[src/rtl/td4_pkg.sv]
// td4_pkg: shared constants for the TD4 4-bit CPU.
// Data width, opcode encodings and a small decode helper.
package td4_pkg;

  localparam int DW = 4;
  localparam int AW = 4;

  localparam logic [3:0] OP_ADD_A  = 4'b0000;
  localparam logic [3:0] OP_MOV_AB = 4'b0001;
  localparam logic [3:0] OP_IN_A   = 4'b0010;
  localparam logic [3:0] OP_MOV_A  = 4'b0011;
  localparam logic [3:0] OP_MOV_BA = 4'b0100;
  localparam logic [3:0] OP_ADD_B  = 4'b0101;
  localparam logic [3:0] OP_IN_B   = 4'b0110;
  localparam logic [3:0] OP_MOV_B  = 4'b0111;
  localparam logic [3:0] OP_OUT_B  = 4'b1001;
  localparam logic [3:0] OP_OUT_IM = 4'b1011;
  localparam logic [3:0] OP_JNC    = 4'b1110;
  localparam logic [3:0] OP_JMP    = 4'b1111;

  function automatic logic is_add_b(input logic [3:0] op);
    return op == OP_ADD_B;
  endfunction

endpackage

[src/rtl/td4_core_if.sv]
// td4_core_if: ROM fetch bus plus I/O port and carry of the TD4 core.
// master = core side (drives rom_addr/port_out/carry); slave = ROM/board side.
interface td4_core_if;
  import td4_pkg::*;

  logic [AW-1:0] rom_addr;
  logic [7:0]    rom_data;
  logic [DW-1:0] in_port;
  logic [DW-1:0] port_out;
  logic          carry;

  modport master (
    output rom_addr, port_out, carry,
    input  rom_data, in_port
  );

  modport slave (
    input  rom_addr, port_out, carry,
    output rom_data, in_port
  );

endinterface

[src/rtl/td4_core_step_gen.sv]
// step_gen: instruction step tick from a clock divider or a push-button.
// Ports: clk, rst_n, manual_i, step_btn_i (async), tick_o (1-clk pulse).
module step_gen #(
  parameter int unsigned STEP_DIV = 50_000_000
) (
  input  logic clk,
  input  logic rst_n,
  input  logic manual_i,
  input  logic step_btn_i,
  output logic tick_o
);

  localparam int unsigned CW = $clog2(STEP_DIV);
  localparam logic [CW-1:0] LAST = CW'(STEP_DIV - 1);

  logic [CW-1:0] cnt_q, cnt_d;
  logic          div_tick;
  logic          sync1_q, sync2_q, edge_q;
  logic [2:0]    vld_q;
  logic          btn_tick;

  assign div_tick = (cnt_q == LAST);
  assign cnt_d    = div_tick ? '0 : cnt_q + CW'(1);

  // vld_q marks when edge_q holds a real button sample, so a
  // button already held at reset release is never seen as an edge.
  always_ff @(posedge clk or negedge rst_n) begin
    if (!rst_n) begin
      cnt_q   <= '0;
      sync1_q <= 1'b0;
      sync2_q <= 1'b0;
      edge_q  <= 1'b0;
      vld_q   <= '0;
    end else begin
      cnt_q   <= cnt_d;
      sync1_q <= step_btn_i;
      sync2_q <= sync1_q;
      edge_q  <= sync2_q;
      vld_q   <= {vld_q[1:0], 1'b1};
    end
  end

  assign btn_tick = vld_q[2] & sync2_q & ~edge_q;
  assign tick_o   = manual_i ? btn_tick : div_tick;

endmodule

[src/rtl/td4_core.sv]
// td4_core: TD4 4-bit CPU - registers A/B/PC/C/OUT, decode and ALU.
// Ports: clk, rst_n, manual, step_btn, bus (ROM fetch, in/out port, carry).
module td4_core
  import td4_pkg::*;
#(
  parameter int unsigned STEP_DIV = 50_000_000
) (
  input  logic          clk,
  input  logic          rst_n,
  input  logic          manual,
  input  logic          step_btn,
  td4_core_if.master    bus
);

  logic tick;

  step_gen #(.STEP_DIV(STEP_DIV)) u_step (
    .clk        (clk),
    .rst_n      (rst_n),
    .manual_i   (manual),
    .step_btn_i (step_btn),
    .tick_o     (tick)
  );

  logic [DW-1:0] a_q, a_d;
  logic [DW-1:0] b_q, b_d;
  logic [AW-1:0] pc_q, pc_d;
  logic [DW-1:0] out_q, out_d;
  logic          c_q, c_d;

  logic [3:0]    op;
  logic [DW-1:0] im;
  logic [DW-1:0] add_src;
  logic [DW:0]   sum;

  assign op = bus.rom_data[7:4];
  assign im = bus.rom_data[3:0];

  // One shared adder; B is the operand only for the ADD B opcode.
  assign add_src = is_add_b(op) ? b_q : a_q;
  assign sum     = {1'b0, add_src} + {1'b0, im};

  always_comb begin
    a_d   = a_q;
    b_d   = b_q;
    pc_d  = pc_q;
    out_d = out_q;
    c_d   = c_q;
    if (tick) begin
      pc_d = pc_q + AW'(1);
      c_d  = 1'b0;
      unique case (op)
        OP_ADD_A: begin
          a_d = sum[DW-1:0];
          c_d = sum[DW];
        end
        OP_MOV_AB: a_d = b_q;
        OP_IN_A:   a_d = bus.in_port;
        OP_MOV_A:  a_d = im;
        OP_MOV_BA: b_d = a_q;
        OP_ADD_B: begin
          b_d = sum[DW-1:0];
          c_d = sum[DW];
        end
        OP_IN_B:   b_d = bus.in_port;
        OP_MOV_B:  b_d = im;
        OP_OUT_B:  out_d = b_q;
        OP_OUT_IM: out_d = im;
        OP_JNC: begin
          if (!c_q) pc_d = im;
        end
        OP_JMP:    pc_d = im;
        default: ;
      endcase
    end
  end

  always_ff @(posedge clk or negedge rst_n) begin
    if (!rst_n) begin
      a_q   <= '0;
      b_q   <= '0;
      pc_q  <= '0;
      out_q <= '0;
      c_q   <= 1'b0;
    end else begin
      a_q   <= a_d;
      b_q   <= b_d;
      pc_q  <= pc_d;
      out_q <= out_d;
      c_q   <= c_d;
    end
  end

  assign bus.rom_addr = pc_q;
  assign bus.port_out = out_q;
  assign bus.carry    = c_q;

endmodule

[src/flat_wrapper.sv]
// flat-port wrapper written by rule: the top's interface ports become plain ports
module td4_core_flat import td4_pkg::*;
#(
  parameter int unsigned STEP_DIV = 50_000_000
)
  (clk, rst_n, manual, step_btn, bus_rom_addr, bus_port_out, bus_carry, bus_rom_data, bus_in_port);
  td4_core_if bus_i ();
  input  logic clk;
  input  logic rst_n;
  input  logic manual;
  input  logic step_btn;
  output wire logic [$bits(bus_i.rom_addr)-1:0] bus_rom_addr;
  output wire logic [$bits(bus_i.port_out)-1:0] bus_port_out;
  output wire logic [$bits(bus_i.carry)-1:0] bus_carry;
  input wire logic [$bits(bus_i.rom_data)-1:0] bus_rom_data;
  input wire logic [$bits(bus_i.in_port)-1:0] bus_in_port;
  assign bus_rom_addr = bus_i.rom_addr;
  assign bus_port_out = bus_i.port_out;
  assign bus_carry = bus_i.carry;
  assign bus_i.rom_data = bus_rom_data;
  assign bus_i.in_port = bus_in_port;
  td4_core #(.STEP_DIV(STEP_DIV)) u_core (.clk(clk), .rst_n(rst_n), .manual(manual), .step_btn(step_btn), .bus(bus_i));
endmodule
[config.mk]
export PLATFORM = sky130hd
export DESIGN_NAME = td4_core_flat
export DESIGN_NICKNAME = d
export VERILOG_FILES = /design/src/rtl/td4_pkg.sv /design/src/rtl/td4_core_if.sv /design/src/rtl/td4_core_step_gen.sv /design/src/rtl/td4_core.sv /design/src/flat_wrapper.sv
export SDC_FILE = /design/constraint.sdc
export NUM_CORES = 1
export LEC_CHECK = 0
export ABC_AREA = 1
export CORE_UTILIZATION = 30
export DETAILED_ROUTE_END_ITERATION = 7
export PLACE_DENSITY_LB_ADDON = 0.15
export SYNTH_ARGS = -nofsm -noshare
export SYNTH_HDL_FRONTEND = slang
export SYNTH_HIERARCHICAL = 1
export SYNTH_SLANG_ARGS = --single-unit
[constraint.sdc]
create_clock -name clk -period 4.1 [get_ports clk]
set_input_delay 0.615 -clock clk [delete_from_list [all_inputs] [get_ports clk]]
set_output_delay 0.615 -clock clk [all_outputs]
set_load 0.02 [all_outputs]
# Word-level counts from Yosys, hierarchy flattened
# Index checks and enable logic that the tools add are counted.
# Widths: inputs -> output; s select.
[word_totals] input_bits=16 elab_cells=45 out_inout_bits=9 regBits=49
[classes] mux=9 addsub=3 eq_ne=12 n_reduce_logical=8 bitwise_logic=3
[ops] op="$pmux 4 s4" n=2
[ops] op="$add 26x1->26 const B" n=1
[ops] op="$eq 26x26->1 const B" n=1
[ops] op="$mux 26" n=1
[ops] op="$eq 4x3->1 const B" n=4
[ops] op="$eq 4x4->1 const B" n=4
[ops] op="$pmux 4 s2" n=2
[ops] op="$eq 4x2->1 const B" n=2
[ops] op="$mux 4" n=2
[ops] op="$reduce_bool 4->1" n=2
[ops] op="$reduce_and 2->1" n=3
[ops] op="$add 4x4->5" n=1
[ops] op="$add 4x1->4 const B" n=1
[ops] op="$eq 4x1->1 const B" n=1
[ops] op="$logic_not 4->1" n=1
[ops] op="$and 1x1->1" n=2
[ops] op="$mux 1" n=2
[ops] op="$reduce_bool 2->1" n=1
[ops] op="$reduce_or 2->1" n=1
[ops] op="$not 1->1" n=1

# Depth between registers and ports, before layout
# Gate-level depths: netlist of the first run.
[logic_depth] word_depth=4 mapped_depth=15 ltp_nobuf=14

# Hierarchy
# Netlist of the first run, hierarchy kept.
[modules_own_cells] mod="step_gen" instances=1 cells_per_inst=224 area_per_inst_um2=1684.1 seq_area_each_um2=800.8
[modules_own_cells] mod="td4_core" instances=1 cells_per_inst=199 area_per_inst_um2=1296.2 seq_area_each_um2=425.4

# Least setup slack after synthesis of the first run
# No wires, ideal clock.
[synth_path] kind="input -> register" from="input port bus_rom_data[5]" to="register u_core.b_q[1]" setup_ns=0.123 t_arrival_ns=2.132 stages=10 t_required_ns=3.977 path_buffers=1 path_slack_ns=1.845 path_cell_list="buf_4 -> nor2_2 -> nand2_1 -> o21ai_0 -> ha_1 -> inv_1 -> fa_1 -> o21ai_0 -> o21ai_0 -> nand2_1"
[synth_via] elab_chain_cells=4 word_cells_on_any_way=9 classes_between="1 x add/sub; 4 x eq/ne; 2 x mux; 2 x reduce/logical"
[synth_rtl] element="start, declared" line_no="flat_wrapper.sv:15" source="input wire logic [$bits(bus_i.rom_data)-1:0] bus_rom_data;"
[synth_rtl] element="$eq 4x3->1" line_no="td4_pkg.sv:22, td4_core.sv:52"
[synth_rtl] element="$mux 4" line_no="td4_core.sv:40" source="assign add_src = is_add_b(op) ? b_q : a_q;"
[synth_rtl] element="$add 4x4->5" line_no="td4_core.sv:41" source="assign sum = {1'b0, add_src} + {1'b0, im};"
[synth_rtl] element="$pmux 4 s4" line_no="td4_core.sv:52" source="unique case (op)"
[synth_rtl] element="end signal, assigned" line_no="td4_core.sv:81" source="b_q <= '0;"
[synth_rtl] element="end signal, assigned" line_no="td4_core.sv:87" source="b_q <= b_d;"
[synth_rtl] element="end, declared" line_no="td4_core.sv:26" source="logic [DW-1:0] b_q, b_d;"
# Parallel ways exist; a longest one is shown, timed or not.
# A chain may end at the register's enable or synchronous reset.

# Worst setup path after layout of the first run
[layout_path] from="register u_core.u_step.cnt_q[0]" to="register u_core.a_q[0]"
[layout_via] elab_chain_cells=3
[layout_rtl] element="start, declared" line_no="td4_core_step_gen.sv:16" source="logic [CW-1:0] cnt_q, cnt_d;"
[layout_rtl] element="start signal, assigned" line_no="td4_core_step_gen.sv:35" source="cnt_q <= cnt_d;"
[layout_rtl] element="$eq 26x26->1" line_no="td4_core_step_gen.sv:22" source="assign div_tick = (cnt_q == LAST);"
[layout_rtl] element="$mux 1" line_no="td4_core_step_gen.sv:44" source="assign tick_o = manual_i ? btn_tick : div_tick;"
[layout_rtl] element="named net u_core.tick" line_no="td4_core.sv:15" source="logic tick;"
[layout_rtl] element="$reduce_and 2->1 (no line)"
[layout_rtl] element="end signal, assigned" line_no="td4_core.sv:80" source="a_q <= '0;"
[layout_rtl] element="end signal, assigned" line_no="td4_core.sv:86" source="a_q <= a_d;"
[layout_rtl] element="end, declared" line_no="td4_core.sv:25" source="logic [DW-1:0] a_q, a_d;"
# The timed path passes the listed nets, and every way through them passes these cells.

==> results of run 1 <==
critical path, stage by stage, from the launching register on:
cell and delay [ns]:
dfrtp_1 0.47, ha_1 0.18, nand3_1 0.15, nor3_1 0.18, nand2_1 0.12, nor2_4 0.30
nand2_1 0.09, nand2_1 0.35, nand2_1 0.23, inv_1 0.23, nand2_1 0.14, o22ai_1 0.17
nor2_1 0.07
cell families (layout without fill, tap and decap cells):
kind of cell	Yosys count	in the layout	synth area share
other cells	1	1	0.001258
fa+ha+maj	8	8	0.03610
compound gates	42	42	0.07388
buf+inv	49	79	0.06591
flops	49	49	0.4114
xor+xnor	16	16	0.04702
simple gates	258	258	0.3644
flip-flops by register name, indices dropped and copies added (netlist names):
name / flops
u_core/bus.port_out: 4
u_core/u_step/sync2_q: 1
u_core/bus.carry: 1
u_core/b_q: 4
u_core/u_step/vld_q: 3
u_core/u_step/edge_q: 1
u_core/a_q: 4
u_core/u_step/cnt_q: 26
u_core/u_step/sync1_q: 1
u_core/bus.rom_addr: 4
placed cells by master, fill, tap and decap left out, drive strengths merged, types with 5 or more instances in the layout:
| cell type | netlist | routed |
|---|---|---|
| a21oi | 10 | 10 |
| clkbuf | 0 | 5 |
| clkdlybuf4s50 | 0 | 23 |
| dfrtp | 49 | 49 |
| ha | 7 | 7 |
| inv | 46 | 47 |
| nand2 | 122 | 122 |
| nand3 | 32 | 32 |
| nand4 | 8 | 8 |
| nor2 | 94 | 94 |
| o21ai | 26 | 26 |
| xor2 | 12 | 12 |
worst paths after layout:
path	startpoint	end	depth (start not counted)
worst max-delay path	u_core/u_step/cnt_q[0]	u_core/a_q[0]	12
worst min-delay path	u_core/u_step/vld_q[1]	u_core/u_step/vld_q[2]	0
worst max register to register	u_core/u_step/cnt_q[0]	u_core/a_q[0]	12
worst min register to register	u_core/u_step/vld_q[1]	u_core/u_step/vld_q[2]	0
max in group asynchronous	rst_n	u_core/a_q[1]	2
min in group asynchronous	rst_n	u_core/u_step/cnt_q[10]	2
final cells by class:
cell class,count,area share
multi-input combinational,325,0.4478
inverter,46,0.04964
sequential,49,0.3525
clock inverter,3,0.01259
tap,133,0.04784
timing repair buffer,25,0.06978
clock buffer,5,0.01978
where the power goes:
part,switching (mW),leakage [nW],internal (mW)
registers,0.0408,0.632,0.522
clock network,0.175,0.0585,0.183
logic,0.143,0.914,0.112
layer usage:
layer	routed length, µm	up-vias	GRT usage
met1	3743	1247	0.2325
met4	129	0	0.06689
met3	348	12	0.02622
met5	0	-	0
li1	-	1386	-
met2	3323	59	0.2495
per-stage QoR:
| step | std cells | setup WS (ns) | hold WS (ns) | util |
|---|---|---|---|---|
| floorplan | 423 | 1.845 | 0.3194 | - |
| global placement | 578 | 1.163 | 0.3316 | 0.3475 |
| detailed placement | 578 | 1.100 | 0.3347 | 0.3475 |
| CTS | 586 | 1.303 | 0.3586 | 0.3592 |
| global route | 586 | 0.8795 | 0.3695 | 0.3592 |
| finish | 586 | 1.282 | 0.3551 | 0.3592 |
==> flow_summary.json, run 1 <==
{
  "outcome": "finished clean",
  "top_level_ports": 25,
  "initial_antenna_violation_count": 0,
  "drt_drc_violations_left": 0,
  "timing.final.setup_violations": 0,
  "yosysSeqAreaShare": 0.4114,
  "grt_pass1_vias": 2672,
  "yosys.area.top_type": "dfrtp_1",
  "ys.flop_type": "dfrtp_1",
  "synth-async-reset-ratio": 1.000,
  "ys_top_cells_by_count": "nand2_1, nor2_1, dfrtp_1, inv_1, nand3_1",
  "hold_viol": 0,
  "clk_path_buf_depth": 2,
  "design_area_um2": 3478,
  "synth.cell_area_um2": 2980,
  "power.density_nw_per_um2": 337.9,
  "postCtsResizedCells": 0,
  "drt_wl_total_mm": 7.544,
  "nets": 476,
  "multi_input_comb_area_um2": 1558,
  "clk_transition_reported_paths_ns": 0.10,
  "worst_hold_path_type": "reg2reg",
  "grt_max_degree": 50,
  "syn_area_per_cell_um2": 7.046,
  "final.setup.tns_ns": 0,
  "cp_data_arrival_time_ns": 3.01,
  "yosys_register_bits": 49,
  "antenna_cells": 0,
  "detailed_place_hpwl_mm": 5.762,
  "power_mw": 1.176,
  "drt-initial-drc-count": 163,
  "die_w_um": 101.7,
  "floorplan.die_area_um2": 10340,
  "numClockSinks": 49,
  "cts_hold_buf": 0,
  "via_count": 2704,
  "worst-setup-path-type": "reg2reg",
  "nFillCells": 1029,
  "drive_gt1_frac": 0.05519,
  "synth.net_count": 447,
  "timing.fmax_mhz": 354.8,
  "start_util": 0.3078,
  "ant_nets": 0,
  "drt_first_pass_iters": 6,
  "crit_path_max_fanout": 13,
  "numCtsBuffers": 5,
  "grt_overflow_total": 0,
  "syn_to_final_growth_pct": 16.71,
  "vdd_drop_max_mv": 0.1939,
  "synthMostInstantiatedCell": "nand2_1",
  "port_buffers": 24,
  "worst_skew_pair.late_latency_ns": 0.31,
  "gp_weighted_congestion": 0.9863,
  "layout_min_cycle_time_ns": 2.818,
  "ys_warn_count": 6,
  "worst_clock_skew_ns": 0.01222,
  "static-leakage-power_nw": 1.604,
  "top_area_cell_type_share_of_the_netlist_area": 0.4114,
  "required_ns": 4.30,
  "std_cell_rows": 36,
  "timing_worst_slew_pin_value_ns": 0.6269,
  "dpl_cell_area_um2": 3366,
  "netlist_top_cells_area": "dfrtp_1, nand2_1, nor2_1, inv_1, nand3_1",
  "grt_pass1_wl_mm": 12.96,
  "grt_setup_unrepaired": "no",
  "synthesis.instances": 423,
  "cts-root-buf": "clkbuf_8",
  "routed_wire_length_per_instance_um": 12.87,
  "total_of_max_cap_violations": 0,
  "layout_worst_path_cycle_share": 0.6874,
  "die_h_um": 101.7,
  "clock_tree_from_tritoncts": "done",
  "timing.reg2reg.setup_slack_ns": 1.28,
  "startpoint_type": "register",
  "clock_tree.htree_level_count": 2,
  "regArea_um2": 1226,
  "critical_path.endpoint_type": "register",
  "timing.slew.headroom": 0.5821,
  "synth-edff-count": 0,
  "cts_setup_buffers": 0,
  "avgViaCountPerCell": 4.614,
  "synthDistinctLibCells": 27,
  "grt_use_total": 0.1644,
  "timing.final.max_slew_violations": 0,
  "placeableCoreArea_um2": 9684
}
Power figures use the tool's default switching activity.
==> run 2: changes to the inputs <==
==> constraint.sdc (replaced) <==
create_clock -name clk -period 2.55 [get_ports clk]
set_input_delay 0.3825 -clock clk [delete_from_list [all_inputs] [get_ports clk]]
set_output_delay 0.3825 -clock clk [all_outputs]
set_load 0.02 [all_outputs]
==> run 2 against run 1 <==
Effect of this change:
- final cell count up 2.6%
- sequential power up 60%
- hold slack worse by 0.19 ns
- largest cell class unchanged
==> flow_summary.json, run 2 (synthesis gave the netlist of run 1 again) <==
{
  "outcome": "finished clean",
  "register_name_with_the_most_flops": "u_core/u_step/cnt_q",
  "std_cell_rows": 36,
  "syn_to_final_growth_pct": 20.70,
  "timing.fmax_mhz": 442.8,
  "placeableCoreArea_um2": 9684,
  "ant_nets": 0,
  "worst-setup-path-type": "in2reg",
  "post-place-cells": 593,
  "cts_setup_buffers": 0,
  "multi_input_comb_area_um2": 1558,
  "final.setup.tns_ns": 0,
  "vdd_drop_max_mv": 0.2306,
  "drt_wl_total_mm": 7.697,
  "grt_overflow_total": 0,
  "drt-initial-drc-count": 121,
  "design_area_um2": 3597,
  "finish.cell_count_without_fillers": 601,
  "via_count": 2729,
  "numClockSinks": 49,
  "grt_setup_unrepaired": "no",
  "drt_first_pass_iters": 4,
  "initial_antenna_violation_count": 0,
  "mostFrequentLayoutCells": "nand2_1, nor2_1, dfrtp_1",
  "floorplan.die_area_um2": 10340,
  "die_h_um": 101.7,
  "postCtsResizedCells": 0,
  "grt_max_degree": 50,
  "clock_tree_from_tritoncts": "done",
  "detailed_place_hpwl_mm": 5.979,
  "most_common_cell_after_layout_fill_and_taps_aside": "nand2_1",
  "dr_wl_met2_mm": 3.463,
  "layout_worst_path_cycle_share": 0.8856,
  "final_worst_slack_ns": 0.2917,
  "grt_use_total": 0.1637,
  "cts-root-buf": "clkbuf_8",
  "worst_skew_pair.late_latency_ns": 0.31,
  "total_of_max_cap_violations": 0,
  "timing.final.max_slew_violations": 0,
  "regArea_um2": 1226,
  "cts_hold_buf": 0,
  "timing.reg2reg.worst_path_depth": 12,
  "grt_pass1_wl_mm": 12.97,
  "hold_viol": 0,
  "static-leakage-power_nw": 1.679,
  "worst_clock_skew_ns": 0.005499,
  "met3_length_um": 220,
  "nets": 491,
  "start_util": 0.3078,
  "startpoint_type": "input pin",
  "layout_min_cycle_time_ns": 2.258,
  "grt_pass1_vias": 2600,
  "drt_drc_violations_left": 0,
  "hold_slack_ns": 0.1642,
  "topRoutingLayerUsed": "met4",
  "timing_worst_slew_pin_value_ns": 0.6390,
  "clk_transition_reported_paths_ns": 0.10,
  "port_buffers": 24,
  "fin_util": 0.3714,
  "timing.final.setup_violations": 0,
  "timing.slew.headroom": 0.5740,
  "cp_data_arrival_time_ns": 2.51,
  "power_mw": 1.928,
  "gp_weighted_congestion": 0.9474,
  "die_w_um": 101.7,
  "worst_hold_path_type": "in2async",
  "avgViaCountPerCell": 4.541,
  "top_level_ports": 25,
  "drt-met1-wl_mm": 3.953,
  "required_ns": 2.80,
  "power.density_nw_per_um2": 535.9,
  "numCtsBuffers": 5,
  "crit_path_max_fanout": 5,
  "detailedPlace.worstSlack_ns": 0.01374,
  "dpl_cell_area_um2": 3478,
  "clk_path_buf_depth": 2,
  "nFillCells": 1043,
  "largest_register_ffs": 26,
  "critical_path.endpoint_type": "register",
  "routed_wire_length_per_instance_um": 12.81,
  "drive_gt1_frac": 0.08547,
  "antenna_cells": 0,
  "clock_tree.htree_level_count": 2
}
[run 2: changes by cell type in the layout (fill, tap and decap cells not counted)]
cell,previous run,this run
buf_4,1,16
clkinv_2,1,0
clkinv_4,0,1
inv_6,1,0
inv_8,0,1
[run 2: power by group]
part / internal [mW] / switching, mW / leakage [nW]
clock: 0.301 / 0.289 / 0.0603
combinational: 0.197 / 0.237 / 0.986
sequential: 0.839 / 0.0642 / 0.632
[run 2: metal layers]
metal  track usage  up-vias
li1              -     1425
met1        0.2346     1251
met2        0.2557       49
met3       0.02622        4
met4       0.04348        0
met5             0        -
[run 2: cell type report]
type	count	area share
Clock buffer	5	0.01913
Clock inverter	3	0.01391
Inverter	46	0.04800
Multi-Input combinational cell	325	0.4330
Sequential cell	49	0.3409
Tap cell	133	0.04626
Timing Repair Buffer	40	0.09878
[run 2: path summary, 6_finish.rpt]
| path | slack, ns | start | end |
|---|---|---|---|
| max in group asynchronous | 1.94 | rst_n | u_core/a_q[2] |
| max | 0.29 | bus_rom_data[6] | u_core/b_q[2] |
| min | 0.16 | rst_n | u_core/u_step/cnt_q[10] |
| max reg2reg | 0.51 | u_core/u_step/cnt_q[1] | u_core/a_q[0] |
| min in group clk | 0.36 | u_core/u_step/vld_q[0] | u_core/u_step/vld_q[1] |
| min reg2reg | 0.36 | u_core/u_step/vld_q[0] | u_core/u_step/vld_q[1] |
[run 2: critical path, cell delays in order]
cell and delay, ns:
clkdlybuf4s50_1 0.48, inv_1 0.05, nor2_2 0.13, nand2_1 0.11
buf_4 0.16, o21ai_1 0.17, inv_1 0.08, fa_1 0.43
xnor2_1 0.23, nand2_1 0.09, nand4_1 0.08, nand2_1 0.05
nand2_1 0.05
==> run 3: changes to the inputs <==
--- a/config.mk
+++ b/config.mk
@@ -8,7 +8,7 @@
 export ABC_AREA = 1
 export CORE_UTILIZATION = 30
 export DETAILED_ROUTE_END_ITERATION = 7
-export PLACE_DENSITY_LB_ADDON = 0.15
+export PLACE_DENSITY = 0.5
 export SYNTH_ARGS = -nofsm -noshare
 export SYNTH_HDL_FRONTEND = slang
 export SYNTH_HIERARCHICAL = 1
==> constraint.sdc (replaced) <==
create_clock -name clk -period 2.6 [get_ports clk]
set_input_delay 0.39 -clock clk [delete_from_list [all_inputs] [get_ports clk]]
set_output_delay 0.39 -clock clk [all_outputs]
set_load 0.02 [all_outputs]
==> run 3 against run 2 <==
Effect of this change:
- setup slack better by 0.035 ns
- sequential share of layout area rose by 0.19 points
- cell area fell by 0.56%
- first-iteration DRC count decreased by 9.1%
- combinational power decreased by 3%
- sequential power is 2% lower
- clock-buffer cell count is the same
- clock power is 1% lower
- die area is the same
- global-route usage down 0.22 points
- utilization is 0.21 points lower
- hold slack lost 0.11 ns
- critical path type unchanged
- highest routed layer unchanged
==> flow_summary.json, run 3 (synthesis gave the netlist of run 1 again) <==
{
  "top_level_ports": 25,
  "grt_pass1_wl_mm": 12.99,
  "register_name_with_the_most_flops": "u_core/u_step/cnt_q",
  "timing.fmax_mhz": 439.9,
  "drt_drc_violations_left": 0,
  "drt_first_pass_iters": 5,
  "antenna_cells": 0,
  "ant_nets": 0,
  "total_of_max_cap_violations": 0,
  "most_common_cell_after_layout_fill_and_taps_aside": "nand2_1",
  "nFillCells": 1046,
  "clk_path_buf_depth": 2,
  "timing_worst_slew_pin_value_ns": 0.5650,
  "numClockSinks": 49,
  "layout_worst_path_cycle_share": 0.8743,
  "postCtsResizedCells": 0,
  "grt_use_total": 0.1616,
  "start_util": 0.3078,
  "avgViaCountPerCell": 4.553,
  "worst_clock_skew_ns": 0.01444,
  "timing.final.max_slew_violations": 0,
  "final.setup.tns_ns": 0,
  "gp_weighted_congestion": 0.9153,
  "mostFrequentLayoutCells": "nand2_1, nor2_1, dfrtp_1",
  "crit_path_max_fanout": 3,
  "clk_transition_reported_paths_ns": 0.11,
  "grt_pass1_vias": 2642,
  "hold_slack_ns": 0.05378,
  "clock_tree.htree_level_count": 2,
  "nets": 487,
  "die_w_um": 101.7,
  "static-leakage-power_nw": 1.663,
  "drt-initial-drc-count": 110,
  "layout_min_cycle_time_ns": 2.273,
  "via_count": 2718,
  "finish.cell_count_without_fillers": 597,
  "detailed_place_hpwl_mm": 6.005,
  "largest_register_ffs": 26,
  "power.density_nw_per_um2": 527.9,
  "worst_hold_path_type": "in2async",
  "worst-setup-path-type": "in2reg",
  "drive_gt1_frac": 0.07759,
  "die_h_um": 101.7,
  "routed_wire_length_per_instance_um": 12.72,
  "fin_util": 0.3694,
  "floorplan.die_area_um2": 10340,
  "cts_hold_buf": 0,
  "startpoint_type": "input pin",
  "drt_wl_total_mm": 7.596,
  "grt_setup_unrepaired": "no",
  "vdd_drop_max_mv": 0.2829,
  "timing.final.setup_violations": 0,
  "cts-root-buf": "clkbuf_8",
  "placeableCoreArea_um2": 9684,
  "clock_tree_from_tritoncts": "done",
  "numCtsBuffers": 5,
  "outcome": "finished clean",
  "hold_viol": 0,
  "worst_skew_pair.late_latency_ns": 0.31,
  "initial_antenna_violation_count": 0,
  "post-place-cells": 589,
  "grt_overflow_total": 0,
  "timing.slew.headroom": 0.6234,
  "std_cell_rows": 36,
  "dpl_cell_area_um2": 3461,
  "cp_data_arrival_time_ns": 2.47,
  "port_buffers": 24,
  "grt_max_degree": 29,
  "syn_to_final_growth_pct": 20.03,
  "cts_setup_buffers": 0,
  "required_ns": 2.79,
  "design_area_um2": 3577,
  "timing.reg2reg.worst_path_depth": 12,
  "critical_path.endpoint_type": "register"
}
==> run 3: final cells by class <==
type                            instances  area [µm²]  area share
Sequential cell                        49        1226      0.3428
Multi-Input combinational cell        325        1558      0.4355
Inverter                               46       172.7     0.04827
Timing Repair Buffer                   36       337.8     0.09444
Clock buffer                            5       68.82     0.01924
Clock inverter                          3       47.55     0.01329
Tap cell                              133       166.4     0.04652
==> run 3: per-stage QoR <==
stage | power (mW) | setup WS [ns]
2_1_floorplan | 1.137 | 0.5695
3_3_place_gp | 1.319 | 0.1111
3_5_place_dp | 1.319 | 0.02592
4_1_cts | 1.917 | 0.3494
5_1_grt | 2.010 | 0.1096
6_report | 1.889 | 0.3268
==> run 3: critical path: stages <==
cell             delay [ns]
clkdlybuf4s50_1        0.48
inv_1                  0.05
nor2_2                 0.13
nand2_1                0.11
o21ai_0                0.16
ha_1                   0.23
inv_1                  0.07
fa_1                   0.51
o21ai_0                0.09
o21ai_0                0.18
nand2_1                0.08
==> run 3: worst paths after layout <==
path / from / endpoint / slack [ns]
worst max register to register: u_core/u_step/cnt_q[0] / u_core/b_q[1] / 0.43
worst min register to register: u_core/u_step/vld_q[1] / u_core/u_step/vld_q[2] / 0.36
max in group asynchronous: rst_n / u_core/bus.port_out[0] / 2.00
min in group clk: u_core/u_step/vld_q[1] / u_core/u_step/vld_q[2] / 0.36
worst min-delay path: rst_n / u_core/u_step/cnt_q[6] / 0.05
worst max-delay path: bus_rom_data[6] / u_core/b_q[1] / 0.33
==> run 3: per-layer routing <==
metal,vias to the layer above,GRT usage,routed length [µm]
met4,0,0.03790,53
li1,1411,-,-
met5,-,0,0
met2,54,0.2547,3483
met1,1249,0.2311,3767
met3,4,0.02622,291
==> run 3: report_power, final <==
group / switching, mW / total (mW) / internal, mW
clock: 0.288 / 0.582 / 0.294
combinational: 0.233 / 0.421 / 0.188
sequential: 0.0631 / 0.886 / 0.823
